## src/rtl/dmem_port_arbiter.sv

```systemverilog
// ---------------------------------------------------------------------------
// dmem_port_arbiter
//
// Purpose:
//   Shares the single-port 16 x 8 data memory between two requesters:
//   requester 0 is the multicycle CPU (MemREAD/MemWRITE states of the control
//   FSM), requester 1 is the host/debug loader. Accesses are serialised
//   through a three-state FSM (IDLE -> ISSUE -> RESP). Read data goes back to
//   the owning requester together with a one-cycle ack pulse. cpu_stall holds
//   the control FSM in its Mem state until the CPU access completes.
//
// Ports:
//   clock                         system clock, all logic on posedge
//   reset                         synchronous, active-low reset
//   cpu_req/we/addr/wdata         CPU request (held until cpu_ack)
//   cpu_rdata, cpu_ack            CPU response (rdata held after ack)
//   cpu_stall                     cpu_req & ~cpu_ack
//   host_req/we/addr/wdata        host request (held until host_ack)
//   host_rdata, host_ack          host response (rdata held after ack)
//   host_lock                     only with DMEM_ARB_LOCK_EN: blocks CPU grants
//   mem_addr, mem_we, mem_wdata   registered memory command
//   mem_rdata                     memory read data, 1 cycle after mem_addr
//
// Configuration:
//   DMEM_ARB_LOCK_EN  when defined, adds host_lock. While it is high the CPU
//                     is never granted. Undefined gives pure round-robin.
// ---------------------------------------------------------------------------
module dmem_port_arbiter #(
  parameter int ADDR_W = 4,
  parameter int DATA_W = 8
) (
  input  logic              clock,
  input  logic              reset,
  input  logic              cpu_req,
  input  logic              cpu_we,
  input  logic [ADDR_W-1:0] cpu_addr,
  input  logic [DATA_W-1:0] cpu_wdata,
  output logic [DATA_W-1:0] cpu_rdata,
  output logic              cpu_ack,
  output logic              cpu_stall,
  input  logic              host_req,
  input  logic              host_we,
  input  logic [ADDR_W-1:0] host_addr,
  input  logic [DATA_W-1:0] host_wdata,
  output logic [DATA_W-1:0] host_rdata,
  output logic              host_ack,
`ifdef DMEM_ARB_LOCK_EN
  input  logic              host_lock,
`endif
  output logic [ADDR_W-1:0] mem_addr,
  output logic              mem_we,
  output logic [DATA_W-1:0] mem_wdata,
  input  logic [DATA_W-1:0] mem_rdata
);

  typedef enum logic [1:0] {
    IDLE  = 2'd0,
    ISSUE = 2'd1,
    RESP  = 2'd2
  } state_t;

  localparam logic CPU  = 1'b0;
  localparam logic HOST = 1'b1;

  state_t state;
  logic   owner;
  logic   last_grant;
  logic   op_we;
  logic   cpu_eligible;
  logic   any_req;
  logic   grant_host;

  // The lock removes the CPU from arbitration entirely. Its request stays
  // pending, so cpu_stall remains high.
`ifdef DMEM_ARB_LOCK_EN
  assign cpu_eligible = cpu_req & ~host_lock;
`else
  assign cpu_eligible = cpu_req;
`endif

  assign any_req   = cpu_eligible | host_req;
  assign cpu_stall = cpu_req & ~cpu_ack;

  // A lone request wins outright. On a tie, the requester that was not
  // served last wins. last_grant resets to HOST, so the first tie goes to
  // the CPU.
  always_comb begin
    grant_host = 1'b0;
    if (host_req && !cpu_eligible)
      grant_host = 1'b1;
    else if (host_req && cpu_eligible)
      grant_host = (last_grant == CPU);
  end

  // Single FSM with registered memory command and responses. The ack
  // registers default low every cycle, so RESP produces exactly one pulse.
  // A reset that lands while in ISSUE still lets the memory commit a
  // strobed write, because mem_we is high during that cycle. No ack is sent.
  always_ff @(posedge clock) begin
    if (!reset) begin
      state      <= IDLE;
      owner      <= CPU;
      last_grant <= HOST;
      op_we      <= 1'b0;
      mem_addr   <= '0;
      mem_we     <= 1'b0;
      mem_wdata  <= '0;
      cpu_rdata  <= '0;
      host_rdata <= '0;
      cpu_ack    <= 1'b0;
      host_ack   <= 1'b0;
    end else begin
      cpu_ack  <= 1'b0;
      host_ack <= 1'b0;
      case (state)
        IDLE: begin
          if (any_req) begin
            owner <= grant_host;
            if (grant_host) begin
              mem_we    <= host_we;
              mem_addr  <= host_addr;
              mem_wdata <= host_wdata;
              op_we     <= host_we;
            end else begin
              mem_we    <= cpu_we;
              mem_addr  <= cpu_addr;
              mem_wdata <= cpu_wdata;
              op_we     <= cpu_we;
            end
            state <= ISSUE;
          end else begin
            mem_we <= 1'b0;
          end
        end
        ISSUE: begin
          mem_we <= 1'b0;
          state  <= RESP;
        end
        RESP: begin
          if (owner == HOST) begin
            host_ack <= 1'b1;
            if (!op_we)
              host_rdata <= mem_rdata;
          end else begin
            cpu_ack <= 1'b1;
            if (!op_we)
              cpu_rdata <= mem_rdata;
          end
          last_grant <= owner;
          state      <= IDLE;
        end
        default: begin
          mem_we <= 1'b0;
          state  <= IDLE;
        end
      endcase
    end
  end

endmodule
```

## config.mk

```make
export PLATFORM = sky130hd
export DESIGN_NAME = dmem_port_arbiter
export DESIGN_NICKNAME = d
export VERILOG_FILES = /design/src/rtl/dmem_port_arbiter.sv
export SDC_FILE = /design/constraint.sdc
export NUM_CORES = 1
export LEC_CHECK = 0
export CAP_MARGIN = 20
export CORE_ASPECT_RATIO = 1.25
export CORE_MARGIN = 2
export CORE_UTILIZATION = 36
export CTS_BUF_LIST = sky130_fd_sc_hd__clkbuf_8 sky130_fd_sc_hd__clkbuf_16
export DETAILED_ROUTE_END_ITERATION = 6
export PLACE_DENSITY = 0.83
export SYNTH_ARGS = -nofsm -noshare
export SYNTH_HDL_FRONTEND = slang
export SYNTH_SLANG_ARGS = --single-unit
```

## constraint.sdc

```tcl
create_clock -name clock -period 1.4 [get_ports clock]
set_input_delay 0.28 -clock clock [delete_from_list [all_inputs] [get_ports clock]]
set_output_delay 0.28 -clock clock [all_outputs]
set_load 0.01 [all_outputs]
```

==> metrics.txt, run 1 <==
outcome finished, final reports clean; Nets 280; Critical Path Source Type input port; # diodes 0; Pre-antenna DRT Iters 3; Max VDD drop approximately 0.0006 V; final hold viol count 0; Worst EP arrival 1560 ps; Post-synth EDFFs 0; register area share after synthesis 0.492; Pleak just over 1 nW; Via density 4.85; Syn Inst Count 165; CORE AREA 3850 sq um; post-route ant nets 0; top-count cell post-synth nand2_1; via count roughly 1400; largest net degree at the start of global routing 30; Yosys top cell area share 0.492; Max Slew Vio Count 0; IO Count 70; Tot Pwr about 2.4 mW; Max Cap Violations 0; first-pass GRT wire length 5860 um; max frequency about 0.73 GHz; # fillers 367; worst hold margin 453 ps; Mapped Area between 1000 and 1500 sq um; Hold Buf Count CTS 0; post-route clock skew 5.27 ps; Worst Tran Pin Value 501 ps; RSZ-0062 raised after global routing yes; htree depth 2; Critical Path RT 1590 ps; Synth area leaders dfxtp_1 49%, nand2_1 9.5%, a311oi_1 8.4%; Ys Warns 0; Final min period 1370 ps; commonest cells in the netlist 37 x nand2_1, 36 x dfxtp_1, 14 x a311oi_1, 14 x nand3_1, 13 x a21oi_1; Initial Util 0.380; root buffer cell clkbuf_8; GP Congestion around 0.77; CTS clk-pin slew, worst paths 70 ps; area grow syn2layout 61.7%; die area roughly 4600 sq um; Final Instance Count excl. Fillers 296; library cells used by synthesis 28; Most used DFF post-synth dfxtp_1; worst skew pair latency 280 ps; Crit-path slowest cell clkdlybuf4s50_1; Final Setup Violations 0; critical path peak fanout 13; drt total wl 3820 um; number of buffers added on ports 69; Final Instance Area about 2400 sq um; Setup Fix Bufs, Post-CTS 0; DP Cell Count roughly 290; Final period util 0.977; CP max stage delay 410 ps; DP Area around 2300 sq um; end-of-flow core utilization 0.615; vias in the first global route approximately 1400; initial antenna violation count 0; Crit Path Class in -> reg; routed wire length per instance 12.9 um; Clock Path Buffers 2; share of cells above drive strength 1 0.165; HPWL Detailed 2730 um; pwr/cell area about 1000 nW/um^2; # rows 25; grt total ovfl 0; Total GRT Usage 0.170; clock sink total 36; class of the worst hold path reg -> reg; cell taking the most area after synthesis dfxtp_1; DRC errors left 0; Mean Syn Cell Area 8.87 sq um; syn_nets 203; asr flop ratio synth 0; die height 75.3 um; Worst slew margin 0.665; Die Wd 61.0 um; #FFs+latches synth 36; CP endpoint kind flip-flop; drt first-iter violations 68; CTS tree done; Cell Chain, Critical Path clkdlybuf4s50_1 -> buf_4 -> or2_1 -> and2_4 -> a311oi_1; CTS Buf Count 5
-- routing by layer --
| metal | wire, um | GRT usage |
|---|---|---|
| met1 | 1530 | 0.183 |
| met2 | 2030 | 0.298 |
| met3 | 178 | 0.0340 |
| met4 | 87 | 0.106 |
| met5 | 0 | 0 |
-- where the power goes --
part	internal (mW)	switching, mW
logic	0.264	0.221
registers	1.09	0.0351
clock network	0.438	0.338
total	1.79	0.594
-- path summary, 6_finish.rpt --
path / slack, ps / end / cells past startpoint / from
hold reg to reg: 450 / cpu_rdata[1] / 2 / cpu_rdata[1]
hold / removal: 450 / cpu_rdata[1] / 2 / cpu_rdata[1]
setup / recovery: 30 / mem_addr[0] / 5 / cpu_req
setup reg to reg: 100 / cpu_rdata[6] / 4 / state[0]
-- cell usage in the layout (no fill, tap or decap), types with 2 or more instances in the layout --
| master | Yosys | layout |
|---|---|---|
| nor2_1 | 2 | 2 |
| nand2_1 | 37 | 37 |
| nand3_1 | 14 | 14 |
| o21ai_0 | 8 | 8 |
| clkdlybuf4s50_1 | 0 | 37 |
| o21ai_2 | 8 | 8 |
| buf_4 | 0 | 11 |
| dlygate4sd2_1 | 0 | 31 |
| buf_12 | 1 | 2 |
| a311oi_1 | 14 | 13 |
| clkbuf_8 | 0 | 7 |
| and3_1 | 2 | 2 |
| nand3_2 | 2 | 2 |
| buf_6 | 1 | 2 |
| dfxtp_1 | 36 | 36 |
| a21oi_1 | 13 | 12 |
-- cells by family after synthesis --
logic type             Yosys count  synth area share
AO/OA/AOI/OAI                   48             0.231
buffers and inverters           15            0.0581
flip-flops                      36             0.492
multiplexers                     1           0.00684
AND/OR/NAND/NOR                 65             0.212
-- state kept, by name, summed over array words and instances (netlist names) --
signal	cells
cpu_ack	1
host_ack	1
last_grant	1
state	2
cpu_rdata	8
owner	1
op_we	1
mem_wdata	8
mem_addr	4
mem_we	1
host_rdata	8
-- cell type report --
class	count	area, sq um	share of cell area
well taps	54	67.6	0.0285
repair buffers	84	792	0.335
clock buffers	7	96.3	0.0407
inverters	1	3.75	0.00159
multi-input cells	114	687	0.290
flip-flops and latches	36	721	0.304
-- critical path: cells and delay by family --
| kind | cells | cell delay, ps |
|---|---|---|
| compound gates | 1 | 240 |
| buf+inv | 2 | 560 |
| simple gates | 2 | 480 |
-- timing repair --
action                                  in CTS  in global routing
gates cloned                                 0                  1
pin swaps                                    0                  1
gates resized for setup                     33                 12
endpoints found under the setup margin      32                 10
-- through the flow --
stage          setup slack (ps)  setup TNS, ps
2_1_floorplan              45.8              0
6_report                   32.3              0
3_3_place_gp               -285          -3610
4_1_cts                    10.5              0
3_5_place_dp               -283          -3930
5_1_grt                   -43.7           -156
Power figures use the tool's default switching activity.
==> run 2, diff against run 1 <==
--- a/config.mk
+++ b/config.mk
@@ -10,8 +10,9 @@
 export CORE_MARGIN = 2
 export CORE_UTILIZATION = 36
 export CTS_BUF_LIST = sky130_fd_sc_hd__clkbuf_8 sky130_fd_sc_hd__clkbuf_16
+export CTS_CLUSTER_SIZE = 30
 export DETAILED_ROUTE_END_ITERATION = 6
-export PLACE_DENSITY = 0.83
+export PLACE_DENSITY_LB_ADDON = 0.1
 export SYNTH_ARGS = -nofsm -noshare
 export SYNTH_HDL_FRONTEND = slang
 export SYNTH_SLANG_ARGS = --single-unit
==> run 2 against run 1 <==
  * Maximum frequency decreased by 0.70%
  * Sequential share of layout area decreased by 0.46 points
  * Design area increased by 1.5%
==> metrics.txt, run 2 (synthesis results as in run 1) <==
worst skew pair latency 290 ps (about the same); Max Cap Violations 0 (unchanged); Hold Buf Count CTS 0 (unchanged); CTS Buf Count 5 (unchanged); grt total ovfl 0 (unchanged); setup TNS 0 ps (unchanged); Cell Chain, Critical Path clkdlybuf4s50_1 -> nor2b_1 -> clkdlybuf4s15_2; first-pass GRT wire length 6150 um (+5.1%); Final Setup Violations 0 (unchanged); die height 75.3 um (unchanged); Critical Path RT 1120 ps (-470 ps); # diodes 0 (unchanged); Worst Reg-to-Reg Cells 4 (unchanged); GP Congestion 0.715 (-6.8%); Critical Path Source Type input port; HPWL Detailed 2930 um (+7.3%); biggest regs cpu_rdata x8, host_rdata x8, mem_wdata x8; area grow syn2layout 64.2%; Hold Path Sink cpu_rdata[2]; CP endpoint kind output pin; post-route ant nets 0 (unchanged); Pleak 1.04 nW (+0.63%); Crit Path Class in -> out; Final Instance Area 2400 sq um (+1.5%); dpl ws -301 ps (-17.6 ps); multi-input logic area 726 sq um (+5.6%); RSZ-0062 raised after global routing yes; CP max stage delay 470 ps (+60 ps); HP Start cpu_rdata[2]; Tot Pwr 2.44 mW (+2.2%); Total GRT Usage 0.178 (+0.00828); Crit-path slowest cell clkdlybuf4s50_1; root buffer cell clkbuf_8; r2r endpoint cpu_rdata[5]; Worst slew margin 0.623 (-0.0423); Sequential Area 721 sq um (unchanged); Via density 5.07 (+4.4%); Initial Util 0.380 (unchanged); CTS clk-pin slew, worst paths 70 ps (about the same); drt first-iter violations 56 (-18%); Max VDD drop 0.000731 V (+22%); htree depth 2 (unchanged); Pre-antenna DRT Iters 6 (+3); routed wire length per instance 13.9 um (+7.7%); outcome finished, final reports clean; initial antenna violation count 0 (unchanged); IO Count 70 (unchanged); Final period util 0.984 (+0.00690); class of the worst hold path reg -> reg; delay-heaviest family, CP buffers and inverters; drt total wl 4130 um (+8.1%); # fillers 344 (-6.3%); CTS tree done; vias in the first global route 1428 (+2.8%); number of buffers added on ports 69 (unchanged); final worst-path setup slack 22.6 ps (-9.67 ps); Final min period 1380 ps (+9.67 ps); max frequency 0.726 GHz (-0.70%); share of cells above drive strength 1 0.193 (+0.0281); Max Slew Vio Count 0 (unchanged); Clock Path Buffers 2 (unchanged); die area 4600 sq um (unchanged); largest net degree at the start of global routing 30 (unchanged); most frequent cells in the layout 37 x nand2_1, 37 x clkdlybuf4s50_1, 36 x dfxtp_1, 31 x dlygate4sd2_1, 14 x nand3_1; critical path peak fanout 2 (-11); RR Startpoint op_we; clock sink total 36 (unchanged); via count 1506 (+4.8%); CORE AREA 3850 sq um (unchanged); Worst EP arrival 1100 ps (-460 ps); # rows 25 (unchanged); Die Wd 61.0 um (unchanged); Nets 281 (+0.36%); post-route clock skew 7.16 ps (+1.89 ps); Buf/Inv on CP 2 (unchanged); pwr/cell area 1010 nW/um^2 (+0.63%); R2R Setup Slk 80 ps (-20 ps); DP Area 2260 sq um (-0.55%); hold path depth 2 (unchanged); Worst Tran Pin Value 565 ps (+63.4 ps); final hold viol count 0 (unchanged); DRC errors left 0 (unchanged)
==> run 2: worst max-delay path by stage <==
stage	cells past startpoint	end	start
finish	3	cpu_stall	cpu_req
global route	3	cpu_stall	cpu_req
global placement	3	cpu_stall	cpu_req
detailed placement	3	cpu_stall	cpu_req
CTS	3	cpu_stall	cpu_req
floorplan	5	cpu_rdata[1]	state[0]
==> run 2: what timing repair did <==
item,in CTS,in global routing
gates cloned,0,2
endpoints found under the setup margin,32,7
buffers inserted,0,0
pin swaps,0,1
resized for setup,34,20
==> run 2: power breakdown <==
group	internal, mW	total, mW	switching, mW	leakage, nW
Sequential	1.09	1.12	0.0350	0.295
Clock	0.438	0.801	0.363	0.0503
Combinational	0.275	0.512	0.237	0.700
==> run 2: final cells by class <==
class / count / share of cell area
clock buffer: 7 / 0.0401
multi-input combinational: 115 / 0.302
inverter: 1 / 0.00156
tap: 54 / 0.0281
timing repair buffer: 84 / 0.328
sequential: 36 / 0.300
==> run 2: worst register-to-register path: stages (launching register included) <==
cell and delay (ps):
dfxtp_1 320, or4b_1 490, buf_4 220, nand3_1 120
o21ai_2 50
==> run 2: metrics by stage <==
| step | utilization | std cells | hold WS, ps |
|---|---|---|---|
| floorplan | - | 165 | 437 |
| global placement | 0.587 | 288 | 445 |
| detailed placement | 0.587 | 288 | 451 |
| CTS | 0.602 | 295 | 461 |
| global route | 0.625 | 297 | 471 |
| finish | 0.625 | 297 | 462 |
==> run 2: layer usage <==
layer  global-route usage  routed length [um]  up-vias  part of all wire
li1                     -                   -      744                 -
met1                0.182                1580      704              0.38
met4               0.0604                  52        0             0.013
met5                    0                   0        -                 0
met3               0.0577                 227        8             0.055
met2                0.333                2270       50              0.55
